File: config.mk
export PLATFORM = sky130hd
export DESIGN_NAME = mem_loader
export DESIGN_NICKNAME = d
export VERILOG_FILES = /design/src/rtl/mem_loader.sv
export SDC_FILE = /design/constraint.sdc
export NUM_CORES = 1
export LEC_CHECK = 0
export CORE_UTILIZATION = 55
export CTS_CLUSTER_SIZE = 10
export DETAILED_ROUTE_END_ITERATION = 8
export GPL_TIMING_DRIVEN = 1
export PLACE_DENSITY = 0.79
export SYNTH_ARGS = -nofsm -noshare
export SYNTH_HDL_FRONTEND = slang
export SYNTH_SLANG_ARGS = --single-unit
File: constraint.sdc
create_clock -name clk -period 2.1 [get_ports clk]
set_clock_uncertainty 0.1 [all_clocks]
set_input_delay 0.42 -clock clk [delete_from_list [all_inputs] [get_ports clk]]
set_output_delay 0.42 -clock clk [all_outputs]
set_load 0.01 [all_outputs]
File: src/rtl/mem_loader.sv
// mem_loader: boot loader that assembles a little-endian byte stream into words,
// writes them to the core's memory and holds the core in reset until the image is in.
module mem_loader #(
    parameter int                ADDR_W = 13,
    parameter int                DATA_W = 18,
    parameter logic [ADDR_W-1:0] BASE   = '0
) (
    input  logic              clk,
    input  logic              reset,
    input  logic              start,
    input  logic              in_valid,
    input  logic [7:0]        in_data,
    output logic              in_ready,
    output logic [ADDR_W-1:0] mem_addr,
    output logic [DATA_W-1:0] mem_data,
    output logic              mem_wr,
    output logic              core_hold,
    output logic              done,
    output logic              err
);
    typedef enum logic [2:0] {HDR_LO, HDR_HI, B0, B1, B2, WR, DONE, ERR} state_t;
    state_t            state_q, state_d;
    logic [7:0]        lo_q, lo_d, b0_q, b0_d, b1_q, b1_d;
    logic [12:0]       n_q, n_d, cnt_q, cnt_d;
    logic [ADDR_W-1:0] addr_q, addr_d;
    logic [DATA_W-1:0] data_q, data_d;
    logic              xfer;
    always_ff @(posedge clk or negedge reset) begin
        if (!reset) begin
            state_q <= HDR_LO;
            lo_q    <= '0;
            b0_q    <= '0;
            b1_q    <= '0;
            n_q     <= '0;
            cnt_q   <= '0;
            addr_q  <= BASE;
            data_q  <= '0;
        end else begin
            state_q <= state_d;
            lo_q    <= lo_d;
            b0_q    <= b0_d;
            b1_q    <= b1_d;
            n_q     <= n_d;
            cnt_q   <= cnt_d;
            addr_q  <= addr_d;
            data_q  <= data_d;
        end
    end
    // Outputs decode registered state only, so reset drops mem_wr asynchronously.
    assign in_ready  = state_q inside {HDR_LO, HDR_HI, B0, B1, B2};
    assign mem_wr    = state_q == WR;
    assign core_hold = state_q != DONE;
    assign done      = state_q == DONE;
    assign err       = state_q == ERR;
    assign mem_addr  = addr_q;
    assign mem_data  = data_q;
    assign xfer      = in_valid && in_ready;
    always_comb begin
        state_d = state_q;
        lo_d    = lo_q;
        b0_d    = b0_q;
        b1_d    = b1_q;
        n_d     = n_q;
        cnt_d   = cnt_q;
        addr_d  = addr_q;
        data_d  = data_q;
        case (state_q)
            HDR_LO: if (xfer) begin
                lo_d    = in_data;
                state_d = HDR_HI;
            end
            HDR_HI: if (xfer) begin
                n_d     = {in_data[4:0], lo_q};
                state_d = |in_data[7:5] ? ERR : ({in_data[4:0], lo_q} == 13'd0 ? DONE : B0);
            end
            B0: if (xfer) begin
                b0_d    = in_data;
                state_d = B1;
            end
            B1: if (xfer) begin
                b1_d    = in_data;
                state_d = B2;
            end
            B2: if (xfer) begin
                data_d  = DATA_W'({in_data, b1_q, b0_q});
                state_d = WR;
            end
            WR: begin
                cnt_d   = cnt_q + 13'd1;
                addr_d  = addr_q + ADDR_W'(1);
                state_d = (cnt_q + 13'd1 == n_q) ? DONE : B0;
            end
            DONE, ERR: if (start) begin
                cnt_d   = '0;
                addr_d  = BASE;
                state_d = HDR_LO;
            end
            default: state_d = HDR_LO;
        endcase
    end
endmodule

==> impl_metrics.toml, run 1 <==
[place]
dp_hpwl_um = 6110
pre_cts_slack_ps = -60.1
place_inst = 507
place.gp.congestion = 0.815
place_area_mm2 = 0.00478
portBuffers = 47

[drt]
wl_um = 8680
top_layer_used = "met4"
drc_errors = 0
wire_per_inst_um = 16.5
drt_iter0_markers = 123
viasPerCell = 5.57
wl_met2_um = 4240
ant_nets = 0
wl_met3_um = 315
met1_length_um = 3870
dr_total_vias = 2934
drt_pass1_iterations = 4

[setup_path]
crit_fanout = 3
rrSetupSlack_ps = 80
path_class = "register to output pin"
reg2reg_depth = 6
timing.rr.start = "cnt_q[4]$_DFFE_PN0P_"
cp-start-kind = "register"
critPathRequiredTime_ps = 1580
end_kind = "output pin"
setup.worst_path.start = "state_q[2]$_DFFE_PN0P_"
r2r-end = "state_q[2]$_DFFE_PN0P_"
crit_end = "done"
worstPathArrival_ps = 1520

[die]
die_h_um = 87.3
initial_core_util = 0.579
fp-row-count = 30
die_x_um = 87.3
core_mm2 = 0.00691
die-area_mm2 = 0.00762
io_pins = 48

[timing]
hold_viol = 0
fmax_mhz = 491
setup_viol_count_final = 0
slew_violations = 0
maxSlewHeadroom = 0.686
fin_ws_ps = 62.7
finalCriticalPeriod_ps = 2040
whs_ps = 403
worst_slew_pin_slew_ps = 466
period_share = 0.970

[clocking]
cts_tree = "yes"
root_buffer = "clkbuf_8"
cts_htree_levels = 3
clk_path_buf_depth = 2
cts_buffers = 9
cts_sinks = 84
clk_pin_slew_worst_paths_ps = 80
insertion_delay_ps = 360

[power]
ir_drop_mv = 0.898
powerDensity_mw_per_mm2 = 1310
p_leak_nw = 2.23
net-switching-power_w = 0.00218
pwr-share-seq = 0.406
swShare = 0.326
comb_power_share = 0.383
pwr-share-clk = 0.211
internal-power_w = 0.00450

[synthesis]
ys_seq_area_frac = 0.526
yosys-top-cells-area = "dfrtp_1, mux2_2, xnor2_1"
yosys.area.top_type = "dfrtp_1"
syn_area_per_cell_um2 = 11.6
async_flop_share = 1.00
yosys_warnings = 0
postSynthCellCount = 344
synth_top_area_frac = 0.526
synth.cell_area_mm2 = 0.00400
synth_seq_cells = 84
synth-edff-count = 0
synth-main-ff-cell = "dfrtp_1"
synth_cell_types = 47
synth_fp_nets = 358

[flow_run]
maxCapViolCount = 0

[worst_hold_path]
hp-class = "input port to async pin"

[grt]
grt_max_degree = 34
antenna_found_initial = 0
grt_usage = 0.256
grt_pass1_vias = 3007
grt_pass1_wl_um = 14600
overflow = 0

[run_status]
outcome = "finished clean"

[cells_and_area]
syn_to_final_growth_pct = 27.0
utilization = 0.736
nNetsFinal = 440
final_cells = 527
fill_cells = 487
antenna_cells = 0
drive_above_1_share = 0.283
final_area_mm2 = 0.00508
==> repair_timing <==
| item | in CTS | in global routing |
|---|---|---|
| hold buffers | 1 | 0 |
| endpoints found under the hold margin | 18 | 0 |
| resized for setup | 9 | 4 |
| setup buffers | 2 | 1 |
| setup endpoints to repair | 6 | 4 |
==> state kept, by name, indices dropped and copies added, names as in the netlist <==
name	cells
mem_addr	13
b1_q	8
lo_q	8
n_q	13
mem_data	18
state_q	3
b0_q	8
cnt_q	13
==> placed cells by master, fill, tap and decap left out, types with 8 or more instances in the layout <==
cell,instances
nor2_1,30
nand2_1,28
dfrtp_1,84
xor2_1,11
nand3_1,12
buf_4,33
clkbuf_8,9
xnor2_1,16
and3_1,8
clkdlybuf4s50_1,41
mux2_2,55
o21ai_0,22
==> per-stage QoR <==
step	total power, W	TNS [ps]
6_report	0.00668	0
5_1_grt	0.00706	-6.30
4_1_cts	0.00667	0
3_5_place_dp	0.00522	-98.2
3_3_place_gp	0.00509	-80.8
2_1_floorplan	0.00416	0
==> logic make-up (layout without fill, tap and decap cells) <==
family          Yosys count  in the layout  synth area share
xor+xnor                 27             27            0.0591
mux                      58             58             0.162
simple gates            109            109             0.148
compound gates           48             48            0.0770
buf+inv                  16            103            0.0213
fa+ha+maj                 2              2           0.00626
flops                    84             84             0.526
==> critical path, cell delays in order (launching register included) <==
cell	delay, ps
dfrtp_1	360
buf_4	120
nand2_1	80
or2_2	290
inv_1	60
dlygate4sd2_1	260
==> final cells by class <==
type                       instances  area (µm²)  area share
tap                               96         120      0.0236
multi-input combinational        244        1830       0.361
clock inverter                     7         123      0.0241
clock buffer                       9         124      0.0244
inverter                           4        15.0     0.00296
sequential                        84        2100       0.414
timing repair buffer              83         763       0.150
==> routing by layer <==
metal,global-route usage,vias up
met3,0.0398,20
li1,-,1387
met1,0.330,1445
met4,0.119,0
met5,0,-
met2,0.424,82
==> power groups by stage <==
| stage | Combinational, W | Clock [W] | Sequential, W |
|---|---|---|---|
| after detailed placement | 0.00249 | 0 | 0.00273 |
| after CTS | 0.00255 | 0.00142 | 0.00270 |
| final | 0.00256 | 0.00141 | 0.00271 |
| after global placement | 0.00241 | 0 | 0.00268 |
| after floorplan | 0.00146 | 0 | 0.00270 |
| after global routing | 0.00278 | 0.00149 | 0.00280 |
==> cells in the mapped netlist (2+ instances only) <==
cell type,number
dfrtp_1,84
mux2_2,55
nor2_1,31
nand2_1,28
o21ai_0,22
xnor2_1,16
nand3_1,12
xor2_1,11
and3_1,8
clkbuf_1,6
o31ai_1,6
inv_1,4
nand2b_1,4
nor2b_1,4
nor4_1,4
a22o_1,3
buf_2,3
mux2i_1,3
nand4_1,3
a211oi_1,2
a21oi_1,2
a22oi_1,2
a31oi_1,2
ha_1,2
nor3_1,2
nor3_2,2
nor4_4,2
o21a_1,2
==> worst min path at each step <==
| stage | startpoint | slack (ps) | end | depth (start not counted) |
|---|---|---|---|---|
| 2_1_floorplan | reset | 20 | b0_q[0]$_DFFE_PN0P_ | 0 |
| 3_3_place_gp | reset | 220 | mem_addr[5]$_DFFE_PN0P_ | 1 |
| 3_5_place_dp | reset | 230 | mem_addr[5]$_DFFE_PN0P_ | 1 |
| 4_1_cts | reset | 410 | mem_addr[5]$_DFFE_PN0P_ | 2 |
| 5_1_grt | reset | 430 | mem_addr[5]$_DFFE_PN0P_ | 2 |
| 6_report | reset | 400 | mem_addr[5]$_DFFE_PN0P_ | 2 |
(Power assumes the default switching activity.)
==> inputs of run 2 (changes only) <==
CORE_MARGIN = 2   (was unset)
==> run 2 against run 1 <==
Net effect: final cell count rose by 0.57%; setup slack gained 28 ps; critical path depth is 1 lower; via count grew 0.89%; combinational power fell by 2%; non-clock buffer count did not move; worst hold slack better by 9.6 ps; maximum frequency rose by 1.4%; count of clock-buffer cells in the layout is the same; first-iteration DRC count increased by 20%; highest routed layer unchanged.
==> impl_metrics.toml, run 2 (synthesized netlist as in run 1, its figures left out) <==
[cells_and_area]
drive_above_1_share = 0.276
final_common_cell = "dfrtp_1"
final_cells = 530
nNetsFinal = 440
largest_reg_flops = 18
layout_common_cells = "dfrtp_1, mux2_2, clkdlybuf4s50_1, buf_4, nor2_1"
syn_to_final_growth_pct = 26.4
antenna_cells = 0

[grt]
antenna_found_initial = 0
grt_pass1_wl_um = 14300
overflow = 0
grt_max_degree = 41
grt_pass1_vias = 2934
grt_usage = 0.240

[power]
powerDensity_mw_per_mm2 = 1290
total_power_w = 0.00654
p_leak_nw = 2.22
ir_drop_mv = 0.993

[timing]
finalCriticalPeriod_ps = 2010
worst_slew_pin_slew_ps = 516
setup_tns_ps = 0
period_share = 0.957
maxSlewHeadroom = 0.656
slew_violations = 0
setup_viol_count_final = 0
fmax_mhz = 498
hold_viol = 0

[setup_path]
timing.rr.start = "cnt_q[0]$_DFFE_PN0P_"
reg2reg_depth = 7
cp-start-kind = "register"
critPathRequiredTime_ps = 1580
path_class = "register to output pin"
r2r-end = "state_q[2]$_DFFE_PN0P_"
crit_fanout = 4
rrSetupSlack_ps = 100
worstPathArrival_ps = 1490
end_kind = "output pin"

[worst_hold_path]
hold_path_depth = 1
hold_end = "mem_data[15]$_DFFE_PN0P_"
hold_start = "mem_data[15]$_DFFE_PN0P_"
hp-class = "register to register"

[clocking]
insertion_delay_ps = 360
cts_buffers = 9
clk_pin_slew_worst_paths_ps = 90
cts_sinks = 84
cts_htree_levels = 3
cts_tree = "yes"
root_buffer = "clkbuf_8"
clk_path_buf_depth = 2

[die]
initial_core_util = 0.560
fp-row-count = 31
core_mm2 = 0.00714
die_h_um = 89.3
die_x_um = 89.3
die-area_mm2 = 0.00797
io_pins = 48

[drt]
drt_iter0_markers = 147
dr_total_vias = 2960
ant_nets = 0
viasPerCell = 5.58
wl_um = 8850
drc_errors = 0
wire_per_inst_um = 16.7
drt_pass1_iterations = 5

[place]
place_inst = 512
portBuffers = 47
dp_hpwl_um = 6210
place.gp.congestion = 0.917

[flow_run]
maxCapViolCount = 0

[run_status]
outcome = "finished clean"
run 2: cell types whose count changed in the layout (fill, tap and decap cells not counted), sizes merged:
cell / previous run / this run
dlymetal6s2s: 1 / 0
clkinvlp: 2 / 0
inv: 6 / 7
clkbuf: 10 / 9
dlygate4sd2: 3 / 5
bufinv: 3 / 2
clkinv: 0 / 2
run 2: worst max path at each step:
stage          depth (start not counted)  slack [ps]                 endpoint              startpoint
2_1_floorplan                          7         190   state_q[2]$_DFFE_PN0P_    cnt_q[0]$_DFFE_PN0P_
3_3_place_gp                           8         -80  mem_addr[4]$_DFFE_PN0P_                   start
3_5_place_dp                           8        -120  mem_addr[4]$_DFFE_PN0P_                   start
4_1_cts                                7           9   state_q[2]$_DFFE_PN0P_    cnt_q[1]$_DFFE_PN0P_
5_1_grt                                7          -7   state_q[2]$_DFFE_PN0P_    cnt_q[1]$_DFFE_PN0P_
6_report                               4          90                   mem_wr  state_q[1]$_DFFE_PN0P_
run 2: stage by stage:
step / cell area, µm² / utilization / setup WS (ps) / hold slack [ps]
5_1_grt: 5050 / 0.708 / -6.83 / 434
2_1_floorplan: 4000 / - / 191 / 24.4
3_5_place_dp: 4800 / 0.673 / -122 / 330
6_report: 5050 / 0.708 / 90.8 / 413
3_3_place_gp: 4800 / 0.673 / -75.3 / 328
4_1_cts: 5040 / 0.707 / 9.44 / 414
run 2: power breakdown:
group | internal (W) | total, W | switching [W]
Sequential | 0.00224 | 0.00270 | 0.000460
Combinational | 0.00142 | 0.00252 | 0.00110
Clock | 0.000691 | 0.00132 | 0.000634
Total | 0.00434 | 0.00654 | 0.00220
run 2: critical path, stage by stage (launching register included):
cell,delay (ps)
dfrtp_1,420
and2b_2,250
nand2_1,70
inv_1,110
dlygate4sd2_1,280
run 2: routing by layer:
layer,share of wire,GRT usage,wire length (µm),up-vias
li1,-,-,-,1382
met1,0.43,0.309,3810,1467
met2,0.50,0.397,4440,98
met3,0.049,0.0526,431,13
met4,0.018,0.0991,162,0
met5,0,0,0,-
run 2: cell type report:
| cell class | instances | area [µm²] |
|---|---|---|
| Fill cell | 525 | 2080 |
| Clock inverter | 7 | 106 |
| Multi-Input combinational cell | 244 | 1820 |
| Timing Repair Buffer | 83 | 767 |
| Sequential cell | 84 | 2100 |
| Inverter | 4 | 15.0 |
| Clock buffer | 9 | 124 |
| Tap cell | 99 | 124 |
run 2: what timing repair did:
action | 4_1_cts | 5_1_grt
setup endpoints to repair | 5 | 2
cloned | 0 | 0
buffers inserted | 0 | 1
hold buffers | 1 | 0
gates resized for setup | 7 | 2
endpoints found under the hold margin | 37 | 0
